## src/rtl/quick_spi_pkg.sv

```systemverilog
// Shared types and constants for the quick SPI master.
// Covers the frame state machine, operation codes and the word bit-ordering rule.
package quick_spi_pkg;

    typedef enum logic [2:0] {
        IDLE,
        WRITE,
        READ_WAIT,
        READ,
        DONE
    } state_e;

    localparam logic OP_WRITE = 1'b0;
    localparam logic OP_READ  = 1'b1;

    localparam int BYTES_LITTLE_ENDIAN = 0;
    localparam int BYTES_BIG_ENDIAN    = 1;
    localparam int BITS_LSB_FIRST      = 0;
    localparam int BITS_MSB_FIRST      = 1;

    // Word bit position of the seq-th bit on the wire, for a word of 'width' bits.
    function automatic int bit_position(input int seq, input int width,
                                        input int bytes_order, input int bits_order);
        int byte_sel;
        int bit_sel;
        byte_sel = seq / 8;
        bit_sel  = seq % 8;
        if (bytes_order == BYTES_BIG_ENDIAN) begin
            byte_sel = (width / 8) - 1 - byte_sel;
        end
        if (bits_order == BITS_MSB_FIRST) begin
            bit_sel = 7 - bit_sel;
        end
        return (byte_sel * 8) + bit_sel;
    endfunction

endpackage

```

## src/rtl/quick_spi_bit_index.sv

```systemverilog
// Maps a sequential wire bit number to its position inside a WIDTH-bit word,
// honouring byte order and bit-within-byte order. Pure combinational lookup.
module quick_spi_bit_index
    import quick_spi_pkg::*;
#(
    parameter int WIDTH       = 8,
    parameter int BYTES_ORDER = 0,
    parameter int BITS_ORDER  = 0,
    localparam int IDX_W      = $clog2(WIDTH)
) (
    input  logic [IDX_W-1:0] seq,
    output logic [IDX_W-1:0] pos
);

    logic [IDX_W-1:0] map [WIDTH];

    // The table is fully constant; synthesis folds it into a small mux.
    for (genvar gi = 0; gi < WIDTH; gi++) begin : g_map
        assign map[gi] = IDX_W'(bit_position(gi, WIDTH, BYTES_ORDER, BITS_ORDER));
    end

    assign pos = map[seq];

endmodule

```

## src/rtl/quick_spi_master.sv

```systemverilog
// SPI master: one-hot slave select, fixed-length write and read frames, sclk = clk/2.
// Optional `busy` output is compiled in when QUICK_SPI_BUSY_EN is defined.
module quick_spi_master
    import quick_spi_pkg::*;
#(
    parameter int INCOMING_DATA_WIDTH      = 8,
    parameter int OUTGOING_DATA_WIDTH      = 16,
    parameter bit CPOL                     = 1'b0,
    parameter bit CPHA                     = 1'b0,
    parameter int EXTRA_WRITE_SCLK_TOGGLES = 6,
    parameter int EXTRA_READ_SCLK_TOGGLES  = 4,
    parameter int BYTES_ORDER              = 0,
    parameter int BITS_ORDER               = 0,
    parameter int NUMBER_OF_SLAVES         = 2
) (
    input  logic                           clk,
    input  logic                           reset,
    input  logic                           enable,
    input  logic                           start_transaction,
    input  logic [NUMBER_OF_SLAVES-1:0]    slave,
    input  logic                           operation,
    output logic                           end_of_transaction,
    output logic [INCOMING_DATA_WIDTH-1:0] incoming_data,
    input  logic [OUTGOING_DATA_WIDTH-1:0] outgoing_data,
    output logic                           mosi,
    input  logic                           miso,
    output logic                           sclk,
    output logic [NUMBER_OF_SLAVES-1:0]    ss_n
`ifdef QUICK_SPI_BUSY_EN
    ,
    output logic                           busy
`endif
);

    localparam int TX_IDX_W         = $clog2(OUTGOING_DATA_WIDTH);
    localparam int RX_IDX_W         = $clog2(INCOMING_DATA_WIDTH);
    localparam int WR_DATA_TOGGLES  = 2 * OUTGOING_DATA_WIDTH;
    localparam int WR_FRAME_TOGGLES = WR_DATA_TOGGLES + EXTRA_WRITE_SCLK_TOGGLES;
    localparam int RD_DATA_TOGGLES  = 2 * INCOMING_DATA_WIDTH;
    localparam int CNT_W            = $clog2(WR_FRAME_TOGGLES + EXTRA_READ_SCLK_TOGGLES
                                             + RD_DATA_TOGGLES + 2);

    state_e                         state_q, state_d;
    logic [CNT_W-1:0]               cnt_q, cnt_d;
    logic                           op_q, op_d;
    logic [OUTGOING_DATA_WIDTH-1:0] tx_data_q, tx_data_d;
    logic [INCOMING_DATA_WIDTH-1:0] rx_buf_q, rx_buf_d;
    logic [INCOMING_DATA_WIDTH-1:0] incoming_q, incoming_d;
    logic                           mosi_q, mosi_d;
    logic                           sclk_q, sclk_d;
    logic                           eot_q, eot_d;
    logic [NUMBER_OF_SLAVES-1:0]    ss_n_q, ss_n_d;

    logic [CNT_W-1:0]    tx_bit_num;
    logic                tx_valid;
    logic                shift_edge;
    logic                sample_edge;
    logic [TX_IDX_W-1:0] tx_seq;
    logic [TX_IDX_W-1:0] tx_pos;
    logic [RX_IDX_W-1:0] rx_seq;
    logic [RX_IDX_W-1:0] rx_pos;

    // cnt_q counts toggles within the current phase; even values are leading edges.
    // The bit that follows a shift edge is (cnt+1)/2 for either clock phase.
    assign tx_bit_num  = (cnt_q + CNT_W'(1)) >> 1;
    assign tx_valid    = tx_bit_num < CNT_W'(OUTGOING_DATA_WIDTH);
    assign shift_edge  = CPHA ? (~cnt_q[0] && (cnt_q != '0)) : cnt_q[0];
    assign sample_edge = CPHA ? cnt_q[0] : ~cnt_q[0];
    assign tx_seq      = (state_q == IDLE) ? '0 : tx_bit_num[TX_IDX_W-1:0];
    assign rx_seq      = RX_IDX_W'(cnt_q >> 1);

    quick_spi_bit_index #(
        .WIDTH       (OUTGOING_DATA_WIDTH),
        .BYTES_ORDER (BYTES_ORDER),
        .BITS_ORDER  (BITS_ORDER)
    ) u_tx_index (
        .seq (tx_seq),
        .pos (tx_pos)
    );

    quick_spi_bit_index #(
        .WIDTH       (INCOMING_DATA_WIDTH),
        .BYTES_ORDER (BYTES_ORDER),
        .BITS_ORDER  (BITS_ORDER)
    ) u_rx_index (
        .seq (rx_seq),
        .pos (rx_pos)
    );

    always_comb begin
        state_d    = state_q;
        cnt_d      = cnt_q;
        op_d       = op_q;
        tx_data_d  = tx_data_q;
        rx_buf_d   = rx_buf_q;
        incoming_d = incoming_q;
        mosi_d     = 1'b0;
        sclk_d     = CPOL;
        ss_n_d     = ss_n_q;
        eot_d      = 1'b0;

        unique case (state_q)
            IDLE: begin
                ss_n_d = '1;
                if (start_transaction) begin
                    state_d   = WRITE;
                    cnt_d     = '0;
                    op_d      = operation;
                    tx_data_d = outgoing_data;
                    rx_buf_d  = '0;
                    ss_n_d    = ~slave;
                    mosi_d    = outgoing_data[tx_pos];
                end
            end

            WRITE: begin
                sclk_d = ~sclk_q;
                cnt_d  = cnt_q + CNT_W'(1);
                mosi_d = mosi_q;
                if (shift_edge) begin
                    mosi_d = tx_valid ? tx_data_q[tx_pos] : 1'b0;
                end
                if ((op_q == OP_WRITE) && (cnt_q == CNT_W'(WR_FRAME_TOGGLES - 1))) begin
                    state_d = DONE;
                end else if ((op_q == OP_READ) && (cnt_q == CNT_W'(WR_DATA_TOGGLES - 1))) begin
                    cnt_d   = '0;
                    state_d = (EXTRA_READ_SCLK_TOGGLES == 0) ? READ : READ_WAIT;
                end
            end

            READ_WAIT: begin
                sclk_d = ~sclk_q;
                cnt_d  = cnt_q + CNT_W'(1);
                if (cnt_q == CNT_W'(EXTRA_READ_SCLK_TOGGLES - 1)) begin
                    cnt_d   = '0;
                    state_d = READ;
                end
            end

            READ: begin
                sclk_d = ~sclk_q;
                cnt_d  = cnt_q + CNT_W'(1);
                if (sample_edge) begin
                    rx_buf_d[rx_pos] = miso;
                end
                // With CPHA=1 the last sample lands on this final edge, hence rx_buf_d.
                if (cnt_q == CNT_W'(RD_DATA_TOGGLES - 1)) begin
                    state_d    = DONE;
                    incoming_d = rx_buf_d;
                end
            end

            DONE: begin
                state_d = IDLE;
                ss_n_d  = '1;
            end

            default: begin
                state_d = IDLE;
                ss_n_d  = '1;
            end
        endcase

        if (state_d == DONE) begin
            sclk_d = CPOL;
            mosi_d = 1'b0;
            ss_n_d = '1;
            eot_d  = 1'b1;
        end

        // Abort: drop the frame silently and keep the last good read word.
        if (!enable) begin
            state_d    = IDLE;
            cnt_d      = '0;
            sclk_d     = CPOL;
            mosi_d     = 1'b0;
            ss_n_d     = '1;
            eot_d      = 1'b0;
            incoming_d = incoming_q;
        end
    end

    always_ff @(posedge clk) begin
        if (reset) begin
            state_q    <= IDLE;
            cnt_q      <= '0;
            op_q       <= OP_WRITE;
            tx_data_q  <= '0;
            rx_buf_q   <= '0;
            incoming_q <= '0;
            mosi_q     <= 1'b0;
            sclk_q     <= CPOL;
            eot_q      <= 1'b0;
            ss_n_q     <= '1;
        end else begin
            state_q    <= state_d;
            cnt_q      <= cnt_d;
            op_q       <= op_d;
            tx_data_q  <= tx_data_d;
            rx_buf_q   <= rx_buf_d;
            incoming_q <= incoming_d;
            mosi_q     <= mosi_d;
            sclk_q     <= sclk_d;
            eot_q      <= eot_d;
            ss_n_q     <= ss_n_d;
        end
    end

    assign end_of_transaction = eot_q;
    assign incoming_data      = incoming_q;
    assign mosi               = mosi_q;
    assign sclk               = sclk_q;
    assign ss_n               = ss_n_q;

`ifdef QUICK_SPI_BUSY_EN
    // The start cycle is still in IDLE, so busy must look at the request directly.
    assign busy = !reset && ((state_q != IDLE) || (enable && start_transaction));
`endif

endmodule

```

## config.mk

```make
export PLATFORM = sky130hd
export DESIGN_NAME = quick_spi_master
export DESIGN_NICKNAME = d
export VERILOG_FILES = /design/src/rtl/quick_spi_pkg.sv /design/src/rtl/quick_spi_bit_index.sv /design/src/rtl/quick_spi_master.sv
export SDC_FILE = /design/constraint.sdc
export NUM_CORES = 1
export LEC_CHECK = 0
export CAP_MARGIN = 20
export CORE_UTILIZATION = 40
export DETAILED_ROUTE_END_ITERATION = 10
export PLACE_DENSITY = 0.71
export RECOVER_POWER = 50
export SLEW_MARGIN = 20
export SYNTH_ARGS = -nofsm -noshare
export SYNTH_HDL_FRONTEND = slang
export SYNTH_SLANG_ARGS = --single-unit
```

## constraint.sdc

```tcl
create_clock -name clk -period 2.35 [get_ports clk]
set_input_delay 0.47 -clock clk [delete_from_list [all_inputs] [get_ports clk]]
set_output_delay 0.47 -clock clk [all_outputs]
set_load 0.1 [all_outputs]
```

==> flow_summary.toml <==
[detailed_routing]
num_vias = 2004
avgRoutedWirePerCell_um = 12.6
drcViolationCount = 0
wirelength_um = 4920
drt_iter0_drc = 141
first_pass_iters = 6
via_per_inst = 5.15
ant_nets = 0

[grt]
antenna_found_initial = 0
grt_max_degree = 34
gr-total-overflow = 0
grt_usage_pct = 18.4
grt_pass1_wl_um = 8770
grt_pass1_vias = 1937

[timing]
period_share_pct = 91.5
fmax_mhz = 465
setup_ws_ns = 0.200
rsz0062_at_grt = "no"
hold_violations = 0
setup_violations = 0
min_period_ns = 2.15
finalClockSkew_ns = 0.00830
slew_viol_final = 0
tightest_slew_ns = 1.17
fin_setup_tns_ns = 0
slew_headroom_pct = 22.3

[synthesis]
synth.top_cell.area_share_pct = 42.6
synth_cells = 282
netlist_area_um2 = 2210
synth-seq-cells = 47
synth_edf_count = 0
synth_area_leaders = "dfxtp_1 (43%), a21oi_1 (8.8%), nor2_1 (8.7%), nand2_1 (7.3%), mux2i_1 (5.0%)"
yosysUniqueCellTypes = 42
synth-seq-area-share_pct = 42.6
syn_nets = 308
synthArstFlopShare_pct = 0
synth_top_area_cell = "dfxtp_1"
syn_avg_cell_area_um2 = 7.83
yosys_most_used_dff = "dfxtp_1"
yosysWarnings = 0

[power_and_ir_drop]
p_leak_uw = 0.000946
pwr-share-comb_pct = 9.7
p_sw_share_pct = 22.9
power_frac_clock_pct = 36.9
p_switching_uw = 355
p_seq_share_pct = 53.4
intPower_uw = 1200
ir_drop_mv = 0.380
power.density_nw_per_um2 = 577

[die]
core_area_um2 = 5200
rows = 26
fp.dieW_um = 76.3
io_pins = 37
die_h_um = 76.3
die_area_um2 = 5820
initial_utilization_pct = 42.4

[critical_path]
cp_data_arrival_time_ns = 2.33
crit_required_ns = 2.53
critical_path_class = "reg2reg"
cp_max_fo = 6
startpoint_type = "register"
endpoint_kind = "register"

[clock_tree]
clk_pin_slew_ns = 0.09
cts_sinks = 47
worstSkewPairLatency_ns = 0.30
cts_root_buf = "clkbuf_8"
htree_levels = 2
cts_buffers = 5
holdBufCountCts = 0
clockBufferDepth = 2
cts.repair.resized = 0
post-cts-setup-buffers = 0
cts_tree = "built"

[layout]
utilization_pct = 51.7
seqCellArea_um2 = 941
syn_to_final_growth_pct = 21.8
antenna_cells = 0
final_layout_size_suffix_gt1_share_pct = 7.52
layout.cells.non_filler = 389
multiInputGateArea_um2 = 1160
nFillCells = 525
final_nets = 345

[place]
place_ws_ns = 0.207
dp_hpwl_um = 3580
placedCellCount = 382
finalWeightedCongestion = 0.881
portBuffers = 36

[run]
max-cap-violations = 0

[status]
outcome = "complete, no violations"

[worst_hold_path]
hold_class = "reg2reg"
## placed cells by master (no fill, tap or decap), types with 2 or more instances in the layout
cell / n
clkdlybuf4s50_1: 22
a211oi_1: 2
or2_2: 2
a21oi_1: 39
nor2_1: 51
a22oi_1: 3
clkbuf_1: 15
o31ai_1: 3
o21ai_0: 5
inv_1: 6
nor3_1: 10
nand3b_1: 2
nand2_1: 43
mux2i_1: 11
clkbuf_8: 5
xnor2_1: 2
dfxtp_1: 47
buf_4: 12
ha_1: 2
o311ai_0: 2
nand2b_1: 5
a311oi_1: 3
nand3_1: 5
## state kept, by name, indices dropped and copies added (netlist names)
register / cells
tx_data_q: 16
state_q: 3
cnt_q: 6
incoming_data: 8
end_of_transaction: 1
rx_buf_q: 8
op_q: 1
mosi: 1
sclk: 1
ss_n: 2
## metal layers
layer | vias up | track usage [%] | wire [um]
met5 | - | 0 | 0
met4 | 0 | 6.35 | 68
met3 | 7 | 4.07 | 224
met2 | 50 | 30.3 | 2260
met1 | 916 | 23.7 | 2370
li1 | 1031 | - | -
## worst max-delay path: stages (launching register included)
cell and delay, ns:
dfxtp_1 0.42, ha_1 0.34, xnor2_2 0.16, mux4_1 0.56
mux2_2 0.27, a32oi_1 0.19, o21ai_1 0.09
## power groups by stage
stage	Combinational (uW)	Sequential [uW]	Clock, uW
after global routing	168	832	624
final	150	829	572
after CTS	155	829	586
after floorplan	76.5	859	0
after detailed placement	154	848	0
after global placement	153	848	0
## synthesized netlist by cell type (all sizes together), types with 5 or more instances
library cell and n:
nand2b 5, o21ai 6, buf 6, nand2 43
a21oi 39, mux2i 11, nor2 51, clkbuf 13
nand3 5, inv 6, dfxtp 47, nor3 11
## layout make-up
type	count	area share, %
Clock buffer	6	2.70
Clock inverter	1	1.12
Multi-Input combinational cell	210	43.2
Sequential cell	47	35.0
Inverter	6	0.838
Timing Repair Buffer	49	13.9
Tap cell	70	3.26
## path summary, 6_finish.rpt
path	startpoint	to	slack, ns	depth (start not counted)
max	cnt_q[0]$_SDFFE_PP0P_	mosi$_SDFFE_PP0P_	0.20	6
min	sclk$_SDFF_PP0_	sclk$_SDFF_PP0_	0.43	1
max reg2reg	cnt_q[0]$_SDFFE_PP0P_	mosi$_SDFFE_PP0P_	0.20	6
min reg2reg	sclk$_SDFF_PP0_	sclk$_SDFF_PP0_	0.43	1
## through the flow
stage	instance area [um2]	total power (uW)	hold WS (ns)
floorplan	2210	935	0.432
global placement	2640	1000	0.411
detailed placement	2640	1000	0.420
CTS	2740	1570	0.433
global route	2690	1620	0.438
finish	2690	1550	0.426
## cells by family after synthesis
kind of cell             Yosys count  share of synthesized area (%)
buffers and inverters             25                           4.76
flip-flops                        47                           42.6
AND/OR/NAND/NOR                  130                           26.3
multiplexers                      14                           7.71
XOR/XNOR                           4                           1.93
adder cells (fa/ha/maj)            2                           1.13
AO/OA/AOI/OAI                     60                           15.6
No activity file was read; power rests on OpenSTA's default activity.
